File: src/rtl/root_fanin_merge5.sv
// rtl/root_fanin_merge5.sv - round-robin fan-in of N_IN child streams into one registered upstream stream
// Optional feature macro: MERGE_GRANT_CNT_EN (adds the 16-bit grant_cnt output port)
module root_fanin_merge5 #(
  parameter int DATA_W = 8,
  parameter int N_IN   = 5,
  parameter int SRC_W  = 3
) (
  input  logic                     clk,
  input  logic                     rst,
  input  logic [N_IN-1:0]          in_valid,
  output logic [N_IN-1:0]          in_ready,
  input  logic [N_IN*DATA_W-1:0]   in_data,
  output logic                     out_valid,
  input  logic                     out_ready,
  output logic [DATA_W-1:0]        out_data,
  output logic [SRC_W-1:0]         out_src
`ifdef MERGE_GRANT_CNT_EN
  ,
  output logic [15:0]              grant_cnt
`endif
);

  logic [SRC_W-1:0]  ptr;
  logic              load;
  logic              found;
  logic [SRC_W-1:0]  grant;
  logic [DATA_W-1:0] grant_data;
  logic [N_IN-1:0]   grant_onehot;
  logic              xfer;
  logic [SRC_W-1:0]  ptr_next;
  logic [DATA_W-1:0] child_data [N_IN];

  // The output register can take a new beat when empty or being drained this cycle
  assign load = !out_valid || out_ready;

  // Unpack the flat payload bus into one word per child
  always_comb begin
    for (int i = 0; i < N_IN; i++) begin
      child_data[i] = in_data[i*DATA_W +: DATA_W];
    end
  end

  // Scan children starting at ptr and wrapping; the first requester wins
  always_comb begin
    logic [SRC_W:0]   sum;
    logic [SRC_W-1:0] idx;
    found      = 1'b0;
    grant      = '0;
    grant_data = '0;
    sum        = '0;
    idx        = '0;
    for (int k = 0; k < N_IN; k++) begin
      sum = {1'b0, ptr} + (SRC_W+1)'(k);
      if (sum >= (SRC_W+1)'(N_IN)) begin
        sum = sum - (SRC_W+1)'(N_IN);
      end
      idx = sum[SRC_W-1:0];
      if (!found && in_valid[idx]) begin
        found      = 1'b1;
        grant      = idx;
        grant_data = child_data[idx];
      end
    end
  end

  // One-hot accept for the granted child; nothing is accepted during reset
  always_comb begin
    grant_onehot = '0;
    if (found) begin
      grant_onehot = N_IN'(1) << grant;
    end
  end

  assign in_ready = {N_IN{load && found && !rst}} & grant_onehot;
  assign xfer     = load && found && !rst;
  assign ptr_next = (grant == SRC_W'(N_IN-1)) ? '0 : grant + 1'b1;

  // Output holding register and round-robin pointer
  always_ff @(posedge clk) begin
    if (rst) begin
      out_valid <= 1'b0;
      out_data  <= '0;
      out_src   <= '0;
      ptr       <= '0;
    end else if (load) begin
      if (found) begin
        out_valid <= 1'b1;
        out_data  <= grant_data;
        out_src   <= grant;
        ptr       <= ptr_next;
      end else begin
        out_valid <= 1'b0;
      end
    end
  end

`ifdef MERGE_GRANT_CNT_EN
  // Free-running count of accepted input beats, wraps at 16 bits
  always_ff @(posedge clk) begin
    if (rst) begin
      grant_cnt <= '0;
    end else if (xfer) begin
      grant_cnt <= grant_cnt + 16'd1;
    end
  end
`endif

endmodule

File: config.mk
export PLATFORM = sky130hd
export DESIGN_NAME = root_fanin_merge5
export DESIGN_NICKNAME = d
export VERILOG_FILES = /design/src/rtl/root_fanin_merge5.sv
export SDC_FILE = /design/constraint.sdc
export NUM_CORES = 1
export LEC_CHECK = 0
export ABC_CLOCK_PERIOD_IN_PS = 9100
export CAP_MARGIN = 30
export CORE_UTILIZATION = 58
export DETAILED_ROUTE_END_ITERATION = 8
export PLACE_DENSITY = 0.95
export SYNTH_ARGS = -nofsm -noshare
export SYNTH_HDL_FRONTEND = slang
export SYNTH_SLANG_ARGS = --single-unit
File: constraint.sdc
create_clock -name clk -period 9.1 [get_ports clk]
set_clock_uncertainty 0.2 [all_clocks]
set_input_delay 1.82 -clock clk [delete_from_list [all_inputs] [get_ports clk]]
set_output_delay 1.82 -clock clk [all_outputs]
set_load 0.03 [all_outputs]
# ---- After elaboration in Yosys (flattened, before gate mapping)
# Index checks and enable logic that the tools add are counted.
dict set report classes {
  n_bitwise 6
  mux 48
  eq_ne 1
  n_reduce_logical 14
  div 0
  multipliers 0
  n_addsub 10
  n_shift 1
  magnitude_cmp 15
}
# op n
set op_table {}
lappend op_table {{binary-select mux 8 bit (select 3 bit)} 5}
lappend op_table {{2-to-1 mux 8 bit} 15}
lappend op_table {{2-to-1 mux 3 bit} 11}
lappend op_table {{greater-or-equal comparator 4 bit, second input constant} 5}
lappend op_table {{less-than comparator 3 x 4 -> 1 bit, second input constant} 5}
lappend op_table {{inverter 3 -> 4 bit} 5}
lappend op_table {{greater-or-equal comparator 4 x 3 -> 1 bit, second input constant} 4}
lappend op_table {{binary-select mux 1 bit (select 3 bit)} 5}
lappend op_table {{subtractor 3 bit, second input constant} 5}
lappend op_table {{2-to-1 mux 1 bit} 11}
lappend op_table {{adder 3 x 2 -> 4 bit, second input constant} 2}
lappend op_table {{logical AND 1 bit} 6}
lappend op_table {{zero test 1 bit} 6}
lappend op_table {{AND 5 bit} 1}
lappend op_table {{2-to-1 mux 5 bit} 1}
lappend op_table {{<< shifter 1 x 3 -> 5 bit, first input constant} 1}
lappend op_table {{adder 3 x 1 -> 4 bit, second input constant} 1}
lappend op_table {{adder 3 x 3 -> 4 bit, second input constant} 1}
lappend op_table {{adder 3 x 1 -> 3 bit, second input constant} 1}
lappend op_table {{equality test 3 bit, second input constant} 1}
lappend op_table {{greater-or-equal comparator 3 bit, second input constant} 1}
lappend op_table {{AND reduction 2 bit} 1}
lappend op_table {{logical OR 1 bit} 1}
dict set report totals {
  ff_bits 15
  wordCells 99
  mem_bits_rw 0
  rom_bits 0
  memories 0
  latch_bits 0
}

# ---- Depth between registers and ports, before layout
# Gate-level depths: netlist of the first run.
dict set report logic_depth {
  depth_word 20
  ltp_mapped 18
  depth_no_buf 16
}

# ---- Worst setup path before layout of the first run
# No wires, ideal clock.
dict set report synth_path {
  path_type {input -> output}
  from {input port in_valid[2]}
  to {output port in_ready[3]}
  stages 12
  setup_slack_ps 3031
  t_required_ps 7080
  n_path_buf 1
  arrival_time_ps 4049
  path_cell_list {or3_1 o311ai_1 a2bb2oi_1 a32oi_2 nand4_4 or3_1 buf_4 a31oi_4 inv_2 nor2_1 ha_1 and2_1}
}
dict set report synth_via {
  elab_chain_len 18
}
# item line_no
set synth_lines {}
lappend synth_lines {{start, declared} 10} ;# input logic [N_IN-1:0] in_valid,
lappend synth_lines {{binary-select mux 1 bit (select 3 bit)} 58} ;# if (!found && in_valid[idx]) begin
lappend synth_lines {{2-to-1 mux 1 bit (not written as such)} 58}
lappend synth_lines {{2-to-1 mux 1 bit} 58}
lappend synth_lines {{zero test 1 bit} 58}
lappend synth_lines {{logical AND 1 bit} 58}
lappend synth_lines {{2-to-1 mux 1 bit} 58}
lappend synth_lines {{zero test 1 bit} 58}
lappend synth_lines {{logical AND 1 bit} 58}
lappend synth_lines {{[... 2 more ...]} --}
lappend synth_lines {{logical AND 1 bit} 58}
lappend synth_lines {{2-to-1 mux 1 bit} 58}
lappend synth_lines {{zero test 1 bit} 58}
lappend synth_lines {{logical AND 1 bit} 58}
lappend synth_lines {{2-to-1 mux 3 bit / 2-to-1 mux 1 bit (equally long branches)} 58}
lappend synth_lines {{<< shifter 1 x 3 -> 5 bit / logical AND 1 bit (equally long branches)} --}
lappend synth_lines {{2-to-1 mux 5 bit / logical AND 1 bit (equally long branches)} --}
lappend synth_lines {{AND 5 bit (*)} 74} ;# assign in_ready = {N_IN{load && found && !rst}} & grant_onehot;
lappend synth_lines {{end, declared} 11} ;# output logic [N_IN-1:0] in_ready,
# Mark *: on every way between the ends. The rest lies on a longest branch, timed or not. The select of a mux whose other input is x is not followed.

# ---- Final worst setup path of the first run
dict set report layout_path {
  from {register ptr[0]}
  to {output port in_ready[3]}
}
dict set report layout_via {
  elab_chain_len 20
}
# item line_no
set layout_lines {}
lappend layout_lines {{start, declared} 23} ;# logic [SRC_W-1:0] ptr;
lappend layout_lines {{start signal, assigned} 90} ;# ptr <= ptr_next;
lappend layout_lines {{branches (longest 19 deep; another with adder 3 x 1 -> 4 bit)} --}
lappend layout_lines {{AND 5 bit (*)} 74}
# Mark *: on every way between the ends. The select of a mux whose other input is x is not followed.

==> out/results.tsv, run 1 <==
stage	metric	value	unit
power	ir_worst_vdd	0.000199	V
critical_path	cp.arrival	5.98	ns
clock_tree	clkSinkCount	15	
timing	setup_viol	0	
timing	hold_slack	0.273	ns
detailed_routing	wl_per_cell	23.0	um
synthesis	synthSimpleGateAreaFrac	16.2	%
synthesis	synth_xor_area_share	2.37	%
synthesis	yosysWarnings	0	
critical_path	critPathMaxStageDelay	0.95	ns
layout	diodes	0	
timing	fin_crit_sh	87.9	%
detailed_routing	drc	0	
critical_path	r2r-end	ptr[2]	
power	power_leakage	1.41	nW
critical_path	startpoint_type	flip-flop	
global_route	antenna_found_initial	0	
die	die_h	76.4	um
placement	routabilityCongestion	0.922	
detailed_routing	dr_total_vias	3350	
clock_tree	clk_path_buf_depth	2	
clock_tree	cts_resized	0	
layout	fin_nets	436	
clock_tree	tritoncts	yes	
synthesis	synthAdderAreaFrac	3.74	%
clock_tree	clock_latency	0.25	ns
power	power	1.53	mW
critical_path	cp_cell_sequence	inv_2 -> ha_1 -> ha_1 -> o22ai_2 -> nor2_1 -> a21oi_2 -> nand4_4 -> or3_1 -> a31oi_4 -> inv_2 -> nor2_1 -> ha_1 -> and2_1 -> clkdlybuf4s50_1	
timing	rsz0062_at_grt	false	
layout	mostFrequentLayoutCell	clkdlybuf4s50_1	
layout	area_growth	21.9	%
clock_tree	cts-buffers-inserted	3	
timing	finalCriticalPeriod	8.00	ns
detailed_routing	dr.pass1.iters	5	
synthesis	synth_compound_area_share	27.9	%
critical_path	r2r.worst_path.cells	14	
layout	final_cells	448	
placement	dp_cells	444	
critical_path	critPathMaxFanout	24	
global_route	grt_pass1_vias	3062	
synthesis	synth_area_per_cell	9.92	um^2
placement	hpwl	7770	um
power	p_per_area	391	nW/um^2
critical_path	reg2reg_from	ptr[0]	
layout	drive_above_1_share	22.0	%
timing	slew_viol_final	0	
hold_path	min_from	out_data[1]	
detailed_routing	drt_wl_total	10300	um
global_route	grt_max_degree	25	
global_route	grt_usage	35.3	%
die	die-area	5840	um^2
synthesis	synth_mux_area_share	35.2	%
hold_path	hp-class	flip-flop to flip-flop	
placement	port_buffers	64	
synthesis	synth_seq_cells	15	
timing	max-slew-margin-rel	28.3	%
detailed_routing	drt_iter0_markers	505	
synthesis	synthFlopType	dfxtp_1	
hold_path	whs_endpoint	out_data[1]	
synthesis	synth_cell_types	69	
timing	tns	0	ns
synthesis	syn-num-nets	381	
critical_path	cp.required	7.08	ns
layout	final_cell_mix	clkdlybuf4s50_1, mux4_2, nor2_1	
die	initial_core_util	61.4	%
clock_tree	cts.clk_slew.worst_paths	0.06	ns
detailed_routing	routed_via_density	7.48	
synthesis	synth_top_family_by_area	multiplexers	
synthesis	synth_edf_count	0	
clock_tree	cts_setup_buffers	0	
synthesis	async_reset_ff_share	0	%
timing	timing.final.hold_violations	0	
synthesis	synth_seq_area_share	9.34	%
global_route	grt_pass1_wl	16100	um
clock_tree	root_buffer	clkbuf_8	
layout	utilization	74.8	%
status	status	finished, final reports clean	
timing	worst_pin_slew	1.07	ns
clock_tree	htreeDepth	1	
die	rows	26	
die	die_x	76.4	um
detailed_routing	postRouteAntennaNets	0	
timing	fmax	125	MHz
clock_tree	cts_hold_repair.buffers	0	
synthesis	netlist_area	3210	um^2
critical_path	endpoint_kind	output port	
critical_path	crit_path_frequent_cell	ha_1	
synthesis	synth_cells	324	
critical_path	path_class	flip-flop to output port	
die	core	5240	um^2
critical_path	slowest_stage	dfxtp_1	
global_route	overflow	0	
hold_path	whs_path_depth	1	
die	ios	65	
critical_path	rrSetupSlack	3.50	ns
job	cap_violations	0	
-- cells in the mapped netlist (all sizes together) (3+ instances only) --
cell / n / area [um^2]
a211oi: 3 / 22.5
a21o: 4 / 30.0
a21oi: 15 / 86.3
a221o: 9 / 90.1
a22oi: 25 / 188
a32o: 9 / 90.1
and2b: 3 / 22.5
and3: 4 / 25.0
buf: 14 / 100
clkbuf: 5 / 18.8
dfxtp: 15 / 300
ha: 8 / 100
inv: 13 / 48.8
mux2: 9 / 101
mux2i: 5 / 50.1
mux4: 43 / 980
nand2: 15 / 56.3
nand2b: 5 / 31.3
nand3: 11 / 55.1
nand3b: 4 / 30.0
nor2: 32 / 123
nor2b: 7 / 43.8
nor3: 3 / 15.0
o21ai: 6 / 41.3
o22ai: 12 / 87.6
o31a: 3 / 27.5
or3: 4 / 25.0
xnor2: 6 / 60.1
-- where the power goes --
group	internal (mW)	switching, mW
registers	0.0874	0.0298
logic	0.620	0.741
clock network	0.0303	0.0232
total	0.738	0.794
-- through the flow --
stage / cell area, um^2 / worst slack, ns
after floorplan: 3210 / 3.03
after global placement: 3850 / 1.50
after detailed placement: 3870 / 1.39
after CTS: 3920 / 1.23
after global routing: 3920 / 0.772
final: 3920 / 1.10
-- logic make-up after synthesis --
logic type | Yosys count
flip-flops | 15
XOR/XNOR | 7
AND/OR/NAND/NOR | 98
buffers and inverters | 32
multiplexers | 57
AO/OA/AOI/OAI | 106
adder cells (fa/ha/maj) | 9
-- metal layers --
metal / share of wire, % / vias up / global-route usage [%]
met4: 2.4 / 0 / 13.3
met2: 45 / 272 / 54.3
li1: - / 1457 / -
met1: 39 / 1588 / 49.4
met5: 0 / - / 0
met3: 14 / 33 / 6.47
-- worst max path at each step --
stage	start	end	cells past startpoint
6_report	ptr[0]	in_ready[3]	14
5_1_grt	ptr[0]	in_ready[3]	14
4_1_cts	ptr[0]	in_ready[3]	14
3_5_place_dp	in_valid[3]	in_ready[3]	13
3_3_place_gp	in_valid[2]	in_ready[0]	11
2_1_floorplan	in_valid[2]	in_ready[3]	12
-- registers in the layout, indices dropped and copies added (netlist names) --
register	cells
out_data	8
out_src	3
ptr	3
out_valid	1
-- cell type report --
class                           count  area (um^2)
Clock buffer                        3         41.3
Clock inverter                      1         5.00
Fill cell                         368         1320
Inverter                           13         48.8
Multi-Input combinational cell    277         2750
Sequential cell                    15          300
Tap cell                           70         87.6
Timing Repair Buffer               69          682
-- worst max-delay path, delay by kind of cell, from the launching register on --
family,cells,cell delay (ns)
AO/OA/AOI/OAI,3,1.42
flip-flops,1,0.95
buffers and inverters,3,1.02
adder cells (fa/ha/maj),3,0.99
AND/OR/NAND/NOR,5,1.31
(Power assumes the default switching activity.)
==> run 2: changes to the inputs <==
--- a/config.mk
+++ b/config.mk
@@ -7,9 +7,9 @@
 export LEC_CHECK = 0
 export ABC_CLOCK_PERIOD_IN_PS = 9100
 export CAP_MARGIN = 30
-export CORE_UTILIZATION = 58
+export CORE_UTILIZATION = 30
 export DETAILED_ROUTE_END_ITERATION = 8
-export PLACE_DENSITY = 0.95
+export PLACE_DENSITY = 0.59
 export SYNTH_ARGS = -nofsm -noshare
 export SYNTH_HDL_FRONTEND = slang
 export SYNTH_SLANG_ARGS = --single-unit
==> run 2 against run 1 <==
Fmax up 2.8%. Routed wire length increased by 3.5%. Sequential power is 10% lower. Non-clock buffer count increased by 2. Utilization down 36 points. Hold slack worse by 0.0035 ns. Final area grew 2.5%. Clock-buffer cell count stayed put. Die area is 90% higher. First-iteration DRC count down 31%. Critical path type is now input port to output port. Highest routed layer unchanged.
==> out/results.tsv, run 2 (synthesis gave the netlist of run 1 again) <==
stage	metric	value	unit	change
status	status	finished, final reports clean		unchanged
die	ios	65		unchanged
power	power_leakage	1.42	nW	was 1.41 nW
timing	fin_crit_sh	85.5	%	was 87.9%
timing	fmax	128	MHz	was 125 MHz
clock_tree	cts_hold_repair.buffers	0		unchanged
global_route	grt_max_degree	24		was 25
power	power	1.53	mW	about the same
die	die_x	106	um	was 76.4 um
clock_tree	htreeDepth	1		unchanged
global_route	grt_usage	19.2	%	was 35.3%
detailed_routing	drc	0		unchanged
layout	largest-register	out_data		unchanged
timing	fin_ws	1.32	ns	was 1.10 ns
timing	setup_viol	0		unchanged
detailed_routing	postRouteAntennaNets	0		unchanged
critical_path	rrSetupSlack	3.73	ns	was 3.50 ns
job	cap_violations	0		unchanged
layout	drive_above_1_share	22.6	%	was 22.0%
layout	mostFrequentLayoutCell	clkdlybuf4s50_1		unchanged
critical_path	reg2reg_from	ptr[1]		was ptr[0]
critical_path	cp.required	7.08	ns	about the same
clock_tree	cts-buffers-inserted	3		unchanged
layout	fin_nets	438		was 436
critical_path	endpoint_kind	output port		unchanged
critical_path	cp.arrival	5.76	ns	was 5.98 ns
clock_tree	cts_setup_buffers	0		unchanged
hold_path	whs_path_depth	1		unchanged
power	p_per_area	381	nW/um^2	was 391 nW/um^2
die	die_h	106	um	was 76.4 um
timing	tns	0	ns	unchanged
hold_path	min_from	out_data[5]		was out_data[1]
layout	top_regs	out_data: 8 flops, out_src: 3 flops, ptr: 3 flops		unchanged
hold_path	hp-class	flip-flop to flip-flop		unchanged
clock_tree	clk_path_buf_depth	2		unchanged
layout	area_growth	25.0	%	was 21.9%
detailed_routing	dr_total_vias	3243		was 3350
die	rows	37		was 26
critical_path	critPathMaxFanout	14		was 24
clock_tree	root_buffer	clkbuf_8		unchanged
critical_path	r2r-end	ptr[2]		unchanged
layout	largest_reg_flops	8		unchanged
clock_tree	clock_latency	0.25	ns	about the same
die	die-area	11100	um^2	was 5840 um^2
timing	timing.final.hold_violations	0		unchanged
critical_path	startpoint_type	input port		was flip-flop
clock_tree	cts_resized	0		unchanged
power	ir_worst_vdd	0.000168	V	was 0.000199 V
critical_path	path_class	input port to output port		was flip-flop to output port
global_route	grt_pass1_vias	3077		was 3062
critical_path	crit_path_start	in_valid[2]		was ptr[0]
hold_path	whs_endpoint	out_data[5]		was out_data[1]
clock_tree	tritoncts	yes		unchanged
layout	diodes	0		unchanged
detailed_routing	drt_wl_total	10600	um	was 10300 um
placement	hpwl	8060	um	was 7770 um
global_route	antenna_found_initial	0		unchanged
die	initial_core_util	31.0	%	was 61.4%
global_route	grt_pass1_wl	16700	um	was 16100 um
timing	max-slew-margin-rel	26.4	%	was 28.3%
timing	slew_viol_final	0		unchanged
placement	post-place-ws	1.34	ns	was 1.39 ns
layout	n_fill_cell	1048		was 368
global_route	overflow	0		unchanged
detailed_routing	dr.pass1.iters	5		unchanged
critical_path	r2r.worst_path.cells	14		unchanged
layout	final_cell_mix	clkdlybuf4s50_1, mux4_2, nor2_1		unchanged
clock_tree	cts.clk_slew.worst_paths	0.06	ns	about the same
detailed_routing	drt_iter0_markers	349		was 505
die	core	10400	um^2	was 5240 um^2
placement	port_buffers	64		unchanged
placement	routabilityCongestion	0.858		was 0.922
detailed_routing	wl_per_cell	20.6	um	was 23.0 um
timing	worst_pin_slew	1.10	ns	was 1.07 ns
timing	finalCriticalPeriod	7.78	ns	was 8.00 ns
detailed_routing	routed_via_density	6.28		was 7.48
clock_tree	clkSinkCount	15		unchanged
timing	rsz0062_at_grt	false		unchanged
[run 2: per-layer routing]
metal | track usage [%] | vias up | share of wire, %
met2 | 31.4 | 170 | 47
li1 | - | 1460 | -
met1 | 26.9 | 1595 | 44
met4 | 6.15 | 0 | 1.9
met3 | 1.42 | 18 | 7.1
met5 | 0 | - | 0
[run 2: worst max-delay path, stage by stage]
cell and delay [ns]:
clkdlybuf4s50_1 0.65, nor2b_1 0.08, mux4_2 0.48, a2111oi_2 0.51, a21oi_2 0.23, nand4_4 0.20
o31a_1 0.32, and2b_1 0.43, and2_1 0.21, and3_1 0.16, clkdlybuf4s50_1 0.67
[run 2: per-stage QoR]
| stage | utilization (%) | cells | area [um^2] | hold slack, ns |
|---|---|---|---|---|
| floorplan | - | 324 | 3210 | 0.418 |
| detailed placement | 38.3 | 512 | 3970 | 0.264 |
| finish | 38.7 | 516 | 4020 | 0.269 |
| global route | 38.7 | 516 | 4020 | 0.304 |
| CTS | 38.7 | 516 | 4020 | 0.279 |
| global placement | 38.1 | 510 | 3960 | 0.258 |
[run 2: cell type report]
type                            count  area, um^2  area share (%)
Tap cell                          136         170            4.24
Clock inverter                      1        5.00           0.125
Multi-Input combinational cell    277        2760            68.7
Sequential cell                    15         300            7.48
Inverter                           13        48.8            1.21
Timing Repair Buffer               71         693            17.3
Clock buffer                        3        41.3            1.03
[run 2: how the worst max path moves through the flow]
stage	cells after the start	endpoint	slack [ns]
final	11	in_ready[0]	1.32
after global placement	13	in_ready[3]	1.42
after CTS	13	in_ready[3]	1.34
after global routing	14	in_ready[3]	0.94
after detailed placement	13	in_ready[3]	1.34
after floorplan	12	in_ready[3]	3.03
[run 2: power breakdown]
group / leakage, nW / switching [mW] / internal, mW / total, mW
combinational: 1.27 / 0.748 / 0.623 / 1.37
sequential: 0.124 / 0.0176 / 0.0875 / 0.105
clock: 0.0255 / 0.0242 / 0.0304 / 0.0546
total: 1.42 / 0.790 / 0.740 / 1.53
